`config.mk`:
```
export PLATFORM = sky130hd
export DESIGN_NAME = cc_branch_sequencer
export DESIGN_NICKNAME = d
export VERILOG_FILES = /design/src/rtl/cc_branch_sequencer_pkg.sv /design/src/rtl/cc_branch_sequencer_wait_counter.sv /design/src/rtl/cc_branch_sequencer.sv
export SDC_FILE = /design/constraint.sdc
export NUM_CORES = 1
export LEC_CHECK = 0
export CORE_ASPECT_RATIO = 0.75
export CORE_MARGIN = 5
export CORE_UTILIZATION = 34
export CTS_CLUSTER_DIAMETER = 100
export DETAILED_ROUTE_END_ITERATION = 8
export PLACE_DENSITY = 0.85
export SETUP_SLACK_MARGIN = 0.02
export SLEW_MARGIN = 25
export SYNTH_ARGS = -nofsm -noshare
export SYNTH_HDL_FRONTEND = slang
export SYNTH_HIERARCHICAL = 1
export SYNTH_SLANG_ARGS = --single-unit
export TNS_END_PERCENT = 1
```
`constraint.sdc`:
```
create_clock -name Clk -period 1.9 [get_ports Clk]
set_clock_uncertainty 0.1 [all_clocks]
set_input_delay 0.19 -clock Clk [delete_from_list [all_inputs] [get_ports Clk]]
set_output_delay 0.19 -clock Clk [all_outputs]
set_load 0.05 [all_outputs]
```
`src/rtl/cc_branch_sequencer_pkg.sv`:
```
// Shared control definitions for the SLC-3 condition-code / branch sequencer:
// FSM state encoding, opcode constants and PC mux selections.
package slc3_ctrl_pkg;

   typedef enum logic [3:0] {
      IDLE     = 4'd0,
      DECODE   = 4'd1,
      BR_TEST  = 4'd2,
      BR_TAKE  = 4'd3,
      EXEC     = 4'd4,
      MEM_ADDR = 4'd5,
      MEM_RD   = 4'd6,
      WB       = 4'd7,
      DONE     = 4'd8
   } state_t;

   localparam logic [3:0] OP_BR  = 4'b0000;
   localparam logic [3:0] OP_ADD = 4'b0001;
   localparam logic [3:0] OP_AND = 4'b0101;
   localparam logic [3:0] OP_NOT = 4'b1001;
   localparam logic [3:0] OP_LDR = 4'b0110;

   localparam logic [1:0] PCMUX_INC = 2'b00;
   localparam logic [1:0] PCMUX_BR  = 2'b10;

   // True for the single-cycle ALU ops that write a register and set CC.
   function automatic logic is_alu_op(input logic [3:0] op);
      return (op == OP_ADD) || (op == OP_AND) || (op == OP_NOT);
   endfunction

endpackage

```
`src/rtl/cc_branch_sequencer_wait_counter.sv`:
```
// 4-bit loadable down-counter with a zero flag. Used to pace the memory
// read phase: loaded once, then decremented every cycle of the read,
// holding at zero rather than wrapping.
module wait_counter (
   input  logic       clk,
   input  logic       reset,
   input  logic       load,
   input  logic [3:0] load_val,
   input  logic       dec,
   output logic       zero
);

   logic [3:0] count;

   // Load has priority over decrement; the count never wraps below zero.
   always_ff @(posedge clk) begin
      if (reset) begin
         count <= 4'd0;
      end else if (load) begin
         count <= load_val;
      end else if (dec && (count != 4'd0)) begin
         count <= count - 4'd1;
      end
   end

   assign zero = (count == 4'd0);

endmodule

```
`src/rtl/cc_branch_sequencer.sv`:
```
// Moore sequencer for one SLC-3 instruction per Start handshake: latches the
// instruction, steps the CC/BEN unit and datapath strobes for BR, ADD, AND,
// NOT and LDR, and flags unsupported opcodes.
// Optional build macro BR_COUNT_EN adds saturating branch statistics
// counters; without it Br_Taken_Cnt and Br_Total_Cnt read as zero.
module cc_branch_sequencer
   import slc3_ctrl_pkg::*;
#(
   parameter int MEM_WAIT = 2
) (
   input  logic        Clk,
   input  logic        Reset,
   input  logic        Start,
   input  logic [15:0] Instr_In,
   input  logic        BEN_Out,
   output logic [15:0] IR,
   output logic        LD_CC,
   output logic        LD_BEN,
   output logic        LD_REG,
   output logic        LD_PC,
   output logic        LD_MAR,
   output logic        LD_MDR,
   output logic        GateALU,
   output logic        GateMDR,
   output logic        GateMARMUX,
   output logic        Mem_OE,
   output logic [1:0]  PCMUX,
   output logic        Busy,
   output logic        Done,
   output logic        Illegal,
   output logic [15:0] Br_Taken_Cnt,
   output logic [15:0] Br_Total_Cnt
);

   localparam logic [3:0] WAIT_LOAD = 4'(MEM_WAIT - 1);

   state_t     state;
   state_t     state_next;
   logic       illegal_q;
   logic       wait_zero;
   logic [3:0] opcode;

   assign opcode = IR[15:12];

   // State register; reset overrides any in-flight instruction.
   always_ff @(posedge Clk) begin
      if (Reset) begin
         state <= IDLE;
      end else begin
         state <= state_next;
      end
   end

   // Instruction latch: captured only when a Start is accepted in IDLE.
   always_ff @(posedge Clk) begin
      if (Reset) begin
         IR <= 16'h0000;
      end else if ((state == IDLE) && Start) begin
         IR <= Instr_In;
      end
   end

   // Illegal flag: decided in DECODE, shown with Done, cleared on leaving DONE.
   always_ff @(posedge Clk) begin
      if (Reset) begin
         illegal_q <= 1'b0;
      end else if (state == DECODE) begin
         illegal_q <= !((opcode == OP_BR) || (opcode == OP_LDR) || is_alu_op(opcode));
      end else if (state == DONE) begin
         illegal_q <= 1'b0;
      end
   end

   wait_counter u_wait (
      .clk      (Clk),
      .reset    (Reset),
      .load     (state == MEM_ADDR),
      .load_val (WAIT_LOAD),
      .dec      (state == MEM_RD),
      .zero     (wait_zero)
   );

   // Next-state decode; unknown encodings fall back to IDLE.
   always_comb begin
      state_next = IDLE;
      case (state)
         IDLE:     state_next = Start ? DECODE : IDLE;
         DECODE: begin
            if (opcode == OP_BR) begin
               state_next = BR_TEST;
            end else if (is_alu_op(opcode)) begin
               state_next = EXEC;
            end else if (opcode == OP_LDR) begin
               state_next = MEM_ADDR;
            end else begin
               state_next = DONE;
            end
         end
         BR_TEST:  state_next = BEN_Out ? BR_TAKE : DONE;
         BR_TAKE:  state_next = DONE;
         EXEC:     state_next = DONE;
         MEM_ADDR: state_next = MEM_RD;
         MEM_RD:   state_next = wait_zero ? WB : MEM_RD;
         WB:       state_next = DONE;
         DONE:     state_next = IDLE;
         default:  state_next = IDLE;
      endcase
   end

   // Strobe decode from registered state only.
   always_comb begin
      LD_CC      = 1'b0;
      LD_BEN     = 1'b0;
      LD_REG     = 1'b0;
      LD_PC      = 1'b0;
      LD_MAR     = 1'b0;
      LD_MDR     = 1'b0;
      GateALU    = 1'b0;
      GateMDR    = 1'b0;
      GateMARMUX = 1'b0;
      Mem_OE     = 1'b0;
      PCMUX      = PCMUX_INC;
      Busy       = (state != IDLE);
      Done       = 1'b0;
      Illegal    = 1'b0;
      case (state)
         DECODE:   LD_BEN = 1'b1;
         BR_TAKE: begin
            LD_PC = 1'b1;
            PCMUX = PCMUX_BR;
         end
         EXEC: begin
            GateALU = 1'b1;
            LD_REG  = 1'b1;
            LD_CC   = 1'b1;
         end
         MEM_ADDR: begin
            GateMARMUX = 1'b1;
            LD_MAR     = 1'b1;
         end
         MEM_RD: begin
            Mem_OE = 1'b1;
            LD_MDR = wait_zero;
         end
         WB: begin
            GateMDR = 1'b1;
            LD_REG  = 1'b1;
            LD_CC   = 1'b1;
         end
         DONE: begin
            Done    = 1'b1;
            Illegal = illegal_q;
         end
         default: ;
      endcase
   end

`ifdef BR_COUNT_EN
   logic [15:0] taken_cnt;
   logic [15:0] total_cnt;

   // Branch statistics; both counters stick at all-ones.
   always_ff @(posedge Clk) begin
      if (Reset) begin
         taken_cnt <= 16'h0000;
         total_cnt <= 16'h0000;
      end else begin
         if ((state == BR_TEST) && (total_cnt != 16'hFFFF)) begin
            total_cnt <= total_cnt + 16'd1;
         end
         if ((state == BR_TAKE) && (taken_cnt != 16'hFFFF)) begin
            taken_cnt <= taken_cnt + 16'd1;
         end
      end
   end

   assign Br_Taken_Cnt = taken_cnt;
   assign Br_Total_Cnt = total_cnt;
`else
   assign Br_Taken_Cnt = 16'h0000;
   assign Br_Total_Cnt = 16'h0000;
`endif

endmodule
```
==> results of run 1 <==
[metrics by stage]
step / power [mW] / cell area [sq um] / cells / setup TNS, ns
floorplan: 1.05 / 1620 / 225 / -0.975
global placement: 1.18 / 2080 / 294 / 0
detailed placement: 1.19 / 2080 / 294 / 0
CTS: 1.50 / 2150 / 300 / 0
global route: 1.55 / 2160 / 300 / -0.0285
finish: 1.48 / 2160 / 300 / 0
[worst max-delay path by stage]
stage,from,end,slack [ns],cells past startpoint
after floorplan,state[0],u_wait/count[1],-0.18,5
after global placement,u_wait/count[1],state[0],0.14,7
after detailed placement,u_wait/count[1],state[0],0.06,7
after CTS,u_wait/count[1],LD_MDR,0.02,6
after global routing,state[0],Illegal,-0.03,4
final,state[0],Illegal,0.04,4
[cell usage in the layout, fill, tap and decap left out, types with 3 or more instances in the layout]
| cell type | n |
|---|---|
| sky130_fd_sc_hd__inv_1 | 4 |
| sky130_fd_sc_hd__conb_1 | 37 |
| sky130_fd_sc_hd__buf_12 | 14 |
| sky130_fd_sc_hd__nor3_1 | 3 |
| sky130_fd_sc_hd__nand2_1 | 42 |
| sky130_fd_sc_hd__clkdlybuf4s50_1 | 35 |
| sky130_fd_sc_hd__nor2_1 | 9 |
| sky130_fd_sc_hd__dfxtp_1 | 23 |
| sky130_fd_sc_hd__a31oi_1 | 4 |
| sky130_fd_sc_hd__and3_1 | 3 |
| sky130_fd_sc_hd__buf_4 | 11 |
| sky130_fd_sc_hd__clkbuf_8 | 3 |
| sky130_fd_sc_hd__a21oi_1 | 18 |
[cell families (layout without fill, tap and decap cells)]
group / count (synthesis) / count (layout) / synth area share, %
AOI/OAI and AO/OA: 31 / 31 / 13.9
xor gates and xnor gates: 1 / 1 / 0.600
buffers and inverters: 50 / 70 / 22.6
other: 2 / 37 / 0.515
adders and majority gates: 1 / 1 / 0.857
muxes: 1 / 1 / 0.686
DFF: 25 / 25 / 34.3
and+or+nand+nor: 79 / 79 / 26.5
[worst max-delay path, stage by stage, from the launching register on]
cell                      delay, ns
sky130_fd_sc_hd__dfxtp_1       0.32
sky130_fd_sc_hd__buf_4         0.18
sky130_fd_sc_hd__nor4b_4       0.40
sky130_fd_sc_hd__and2_1        0.25
sky130_fd_sc_hd__buf_12        0.15
[area by class of cell]
class	count	area, sq um
repair buffers	60	713
well taps	55	68.8
inverters	6	25.0
fillers	386	1940
multi-input cells	150	807
flip-flops and latches	25	503
clock buffers	4	45.0
[power groups by stage]
stage	clock (mW)	sequential [mW]	combinational, mW
3_3_place_gp	0	0.596	0.586
4_1_cts	0.321	0.587	0.593
2_1_floorplan	0	0.696	0.358
3_5_place_dp	0	0.599	0.590
6_report	0.301	0.586	0.591
5_1_grt	0.335	0.593	0.625
[flip-flops by register name, indices dropped and copies added (netlist names)]
signal,flops
illegal_q,1
u_wait/count,4
state,4
IR,16
[timing repair]
action                     4_1_cts  5_1_grt
resized for setup                5        4
hold endpoints to repair         0        0
setup buffers                    2        0
pin swaps                        1        0
setup endpoints to repair        3       10
gates cloned                     0        0
[routing by layer]
metal / track usage, % / vias up
li1: - / 666
met1: 13.6 / 598
met2: 21.3 / 38
met3: 3.34 / 4
met4: 4.55 / 0
met5: 0 / -
==> flow_metrics.py, run 1 <==
metrics = {
    "outcome": {
        "outcome": "complete, no violations",
    },
    "synthesis": {
        "netlist.area_leader.share_pct": 34.3,
        "synth_warnings": 6,
        "synthCells": 190,
        "synth_top_cells_by_area": "sky130_fd_sc_hd__dfxtp_1 34%, sky130_fd_sc_hd__buf_4 19%, sky130_fd_sc_hd__nand2_1 11%, sky130_fd_sc_hd__a21oi_1 6.2%, sky130_fd_sc_hd__nor2_1 3.1%",
        "synth_area_sq_mm": 0.00146,
        "synth.distinct_cells": 37,
        "synthTopCellsByCount": "42 x sky130_fd_sc_hd__nand2_1, 36 x sky130_fd_sc_hd__buf_4, 25 x sky130_fd_sc_hd__dfxtp_1",
        "synth_edf_count": 0,
        "synth.largest_area_cell": "sky130_fd_sc_hd__dfxtp_1",
        "synth_seq_area_share_pct": 34.3,
        "synthesis.area_per_instance_sq_um": 7.68,
        "most_repeated_cell_in_the_gate_level_netlist_after_synthesis": "sky130_fd_sc_hd__nand2_1",
        "synth_seq_cells": 25,
        "synthFlopType": "sky130_fd_sc_hd__dfxtp_1",
        "ys_async_sr_fraction_pct": 0,
    },
    "drt": {
        "post-route-drc-count": 0,
        "drt.antenna.violating_nets": 0,
        "routedLengthMet1_mm": 1.45,
        "post_drt_via_cell_ratio": 4.35,
        "top_layer_used": "met4",
        "route.vias.total": 1306,
        "met2_length_mm": 1.83,
        "drt_pre_antenna_iters": 4,
        "met3_length_microns": 269,
        "routedWlPerCell_microns": 12.0,
        "routed_wl_mm": 3.60,
        "drt-initial-drc-count": 64,
    },
    "clock_tree": {
        "cts.path.max_buffers": 2,
        "tritoncts_buffer_count": 3,
        "cts_tree": "built",
        "cts-root-buf": "sky130_fd_sc_hd__clkbuf_8",
        "clkSinkCount": 25,
        "cts.reportedPaths.clkPinSlew_ns": 0.08,
        "hold_bufs_inserted_after_cts": 0,
        "worst_skew_pair.late_latency_ns": 0.26,
        "h-tree-depth": 1,
    },
    "hold_path": {
        "min_path_type": "flop to flop",
        "timing.hold.worst_endpoint": "IR[11]",
        "timing.hold.worst.start": "IR[11]",
        "timing.hold.worst_path_depth": 2,
    },
    "sta": {
        "final-max-slew-violation-count": 0,
        "final.setup.worst_slack_ns": 0.0433,
        "min_cycle_time_layout_ns": 1.86,
        "grt_setup_unrepaired": "true",
        "final_hold_viol_count": 0,
        "hold_ws_ns": 0.355,
        "slew_headroom_pct": 64.8,
        "fin_crit_sh_pct": 97.7,
        "worstMarginPinSlew_ns": 0.526,
        "top_achievable_clock_speed_ghz": 0.539,
        "final-setup-viol-count": 0,
    },
    "grt": {
        "gr-total-overflow": 0,
        "gr-usage-all-layers_pct": 11.9,
        "grt_start_max_net_pins": 17,
        "initial_antenna_violation_count": 0,
        "grt_first_pass_wirelength_mm": 5.44,
        "first_global_vias": 1219,
    },
    "power": {
        "combinationalPowerShare_pct": 40.0,
        "switchingPower_uw": 588,
        "power.sequential.fraction_pct": 39.7,
        "p_int_uw": 891,
        "p_leak_nw": 0.866,
        "irDropWorstVdd_v": 0.000351,
        "p_clk_share_pct": 20.4,
        "switching_share_pct": 39.8,
        "pd_cells_mw_per_mm2": 684,
    },
    "placed_design": {
        "place_ws_ns": 0.0555,
        "hpwl_mm": 2.89,
        "place_congestion": 0.790,
        "io_buffer_count": 49,
    },
    "final_layout": {
        "final_layout_size_suffix_gt1_share_pct": 18.0,
        "syn2layout_area_growth_pct": 48.2,
        "layout.core_utilization_pct": 52.7,
        "net_count_of_the_finished_layout": 267,
        "total_inserted_antenna_cells": 0,
    },
    "setup_path": {
        "endpoint_kind": "output pin",
        "timing_worst_setup_path_type": "flop to output pin",
        "reg2regPathDepth": 3,
        "r2r_setup_slack_ns": 0.14,
        "worstSetupStartpointType": "flop",
        "timing.rr.end": "state[3]",
        "timing.critical_path.fanout_max": 11,
        "worstPathArrival_ns": 1.57,
        "crit-reg2reg-launch": "state[2]",
        "worst_path_required_time_ns": 1.61,
    },
    "flow_run": {
        "cap_violations": 0,
    },
    "die": {
        "die_x_microns": 85.6,
        "core_region_area_sq_mm": 0.00410,
        "fp.dieArea_sq_mm": 0.00571,
        "dieHeight_microns": 66.7,
        "io_pins": 83,
        "floorplan.initialDensity_pct": 35.5,
        "row_count": 20,
    },
}
No activity file was read; power rests on OpenSTA's default activity.
==> run 2, diff against run 1 <==
--- a/config.mk
+++ b/config.mk
@@ -10,7 +10,8 @@
 export CORE_UTILIZATION = 34
 export CTS_CLUSTER_DIAMETER = 100
 export DETAILED_ROUTE_END_ITERATION = 8
-export PLACE_DENSITY = 0.85
+export MAX_ROUTING_LAYER = met4
+export PLACE_DENSITY = 0.73
 export SETUP_SLACK_MARGIN = 0.02
 export SLEW_MARGIN = 25
 export SYNTH_ARGS = -nofsm -noshare
==> run 2 against run 1 <==
  * Sequential power about the same
  * Via count shrank 0.46%
  * Setup slack worse by 0.00091 ns
==> flow_metrics.py, run 2 (synthesis results as in run 1) <==
metrics = {
    "placed_design": {
        "placed_area_sq_mm": 0.00209,
        "hpwl_mm": 2.82,
        "place_congestion": 0.806,
        "place_ws_ns": 0.0646,
        "io_buffer_count": 49,
    },
    "power": {
        "power.sequential.fraction_pct": 39.6,
        "switchingPower_uw": 592,
        "p_int_uw": 890,
        "pd_cells_mw_per_mm2": 686,
        "power.total_mw": 1.48,
        "switching_share_pct": 39.9,
        "p_clk_share_pct": 20.7,
        "irDropWorstVdd_v": 0.000455,
        "p_leak_nw": 0.877,
        "combinationalPowerShare_pct": 39.7,
    },
    "sta": {
        "top_achievable_clock_speed_ghz": 0.538,
        "min_cycle_time_layout_ns": 1.86,
        "grt_setup_unrepaired": "true",
        "final.setup.worst_slack_ns": 0.0424,
        "final-max-slew-violation-count": 0,
        "final-setup-viol-count": 0,
        "fin_crit_sh_pct": 97.8,
        "slew_headroom_pct": 65.7,
        "final_hold_viol_count": 0,
        "hold_ws_ns": 0.355,
        "fin_tns_setup_ns": 0,
        "worstMarginPinSlew_ns": 0.513,
    },
    "drt": {
        "drt_pre_antenna_iters": 4,
        "route.vias.total": 1300,
        "post_drt_via_cell_ratio": 4.32,
        "routedWlPerCell_microns": 11.8,
        "drt-initial-drc-count": 57,
        "drt.antenna.violating_nets": 0,
        "post-route-drc-count": 0,
        "routed_wl_mm": 3.55,
    },
    "die": {
        "core_region_area_sq_mm": 0.00410,
        "floorplan.initialDensity_pct": 35.5,
        "die_x_microns": 85.6,
        "fp.dieArea_sq_mm": 0.00571,
        "dieHeight_microns": 66.7,
        "row_count": 20,
        "io_pins": 83,
    },
    "final_layout": {
        "max_flop_register": "IR",
        "syn2layout_area_growth_pct": 48.0,
        "total_inserted_antenna_cells": 0,
        "net_count_of_the_finished_layout": 268,
        "final_layout_size_suffix_gt1_share_pct": 19.5,
        "largest_register_ffs": 16,
        "post-route-cell-area_sq_mm": 0.00216,
        "most_common_library_cell_in_the_layout_ignoring_fill_and_taps": "sky130_fd_sc_hd__nand2_1",
        "top_regs": "IR: 16 flops, state: 4 flops, u_wait/count: 4 flops",
        "layout.cells.most_common_list": "42 x sky130_fd_sc_hd__nand2_1, 37 x sky130_fd_sc_hd__conb_1, 33 x sky130_fd_sc_hd__clkdlybuf4s50_1",
    },
    "setup_path": {
        "critical_path.cell_chain": "inv_2 -> ha_4 -> or3b_4 -> inv_1 -> and2_4 -> buf_12",
        "worst_setup_path_startpoint": "u_wait/count[1]",
        "timing_worst_setup_path_type": "flop to output pin",
        "timing.critical_path.fanout_max": 4,
        "crit-reg2reg-launch": "state[3]",
        "endpoint_kind": "output pin",
        "worstSetupStartpointType": "flop",
        "cp_top_family": "simple AND/OR/NAND/NOR gates",
        "critical_path.n_buffers_inverters": 3,
        "worstPathArrival_ns": 1.57,
        "critPathSlowestCell": "sky130_fd_sc_hd__or3b_4",
        "cpPeakStageDelay_ns": 0.38,
        "worst_path_required_time_ns": 1.61,
    },
    "clock_tree": {
        "clkSinkCount": 25,
        "cts_tree": "built",
        "tritoncts_buffer_count": 3,
        "cts-root-buf": "sky130_fd_sc_hd__clkbuf_8",
        "h-tree-depth": 1,
        "worst_skew_pair.late_latency_ns": 0.26,
        "hold_bufs_inserted_after_cts": 0,
        "cts.reportedPaths.clkPinSlew_ns": 0.08,
        "cts.path.max_buffers": 2,
    },
    "grt": {
        "gr-usage-all-layers_pct": 12.1,
        "first_global_vias": 1182,
        "grt_first_pass_wirelength_mm": 5.46,
        "initial_antenna_violation_count": 0,
        "grt_start_max_net_pins": 21,
        "gr-total-overflow": 0,
    },
    "hold_path": {
        "min_path_type": "flop to flop",
        "timing.hold.worst.start": "IR[8]",
    },
    "flow_run": {
        "cap_violations": 0,
    },
    "outcome": {
        "outcome": "complete, no violations",
    },
}
## run 2: cell count changes in the layout (fill, tap and decap cells not counted), sizes merged
cell	before	now
buf	25	28
clkdlybuf4s50	35	33
## run 2: final timing paths
path	to	slack (ns)	cells past startpoint
hold reg to reg	IR[8]	0.36	2
setup reg to reg	state[3]	0.11	3
setup / recovery	LD_MDR	0.04	6
hold / removal	IR[8]	0.36	2
## run 2: per-stage QoR
| stage | util (%) | instances |
|---|---|---|
| floorplan | - | 225 |
| global placement | 50.9 | 296 |
| detailed placement | 50.9 | 296 |
| CTS | 52.5 | 301 |
| global route | 52.6 | 301 |
| finish | 52.6 | 301 |
## run 2: area by class of cell
type | instances | area, sq um
fillers | 411 | 1940
well taps | 55 | 68.8
inverters | 6 | 22.5
repair buffers | 61 | 716
clock buffers | 4 | 45.0
flip-flops and latches | 25 | 503
multi-input cells | 150 | 805
## run 2: routing by layer
layer | wire length (microns) | vias to the layer above | global-route usage [%] | share of wire [%]
li1 | - | 671 | - | -
met1 | 1490 | 573 | 14.5 | 42
met2 | 1720 | 54 | 20.5 | 48
met3 | 329 | 2 | 4.20 | 9.3
met4 | 11 | 0 | 1.19 | 0.31
met5 | 0 | - | - | 0
## run 2: power by group through the flow
stage | Clock [mW] | Sequential, mW | Combinational (mW)
finish | 0.306 | 0.587 | 0.589
global route | 0.342 | 0.592 | 0.626
CTS | 0.319 | 0.586 | 0.592
detailed placement | 0 | 0.598 | 0.591
global placement | 0 | 0.596 | 0.586
floorplan | 0 | 0.696 | 0.358
## run 2: repair_timing
action	CTS	global route
setup buffers	1	0
resized for setup	5	3
endpoints found under the setup margin	1	7
## run 2: tightest hold or removal path, stage by stage, from the launching register on
cell and delay (ns):
sky130_fd_sc_hd__dfxtp_1 0.32, sky130_fd_sc_hd__nand2_1 0.05, sky130_fd_sc_hd__a21oi_1 0.05
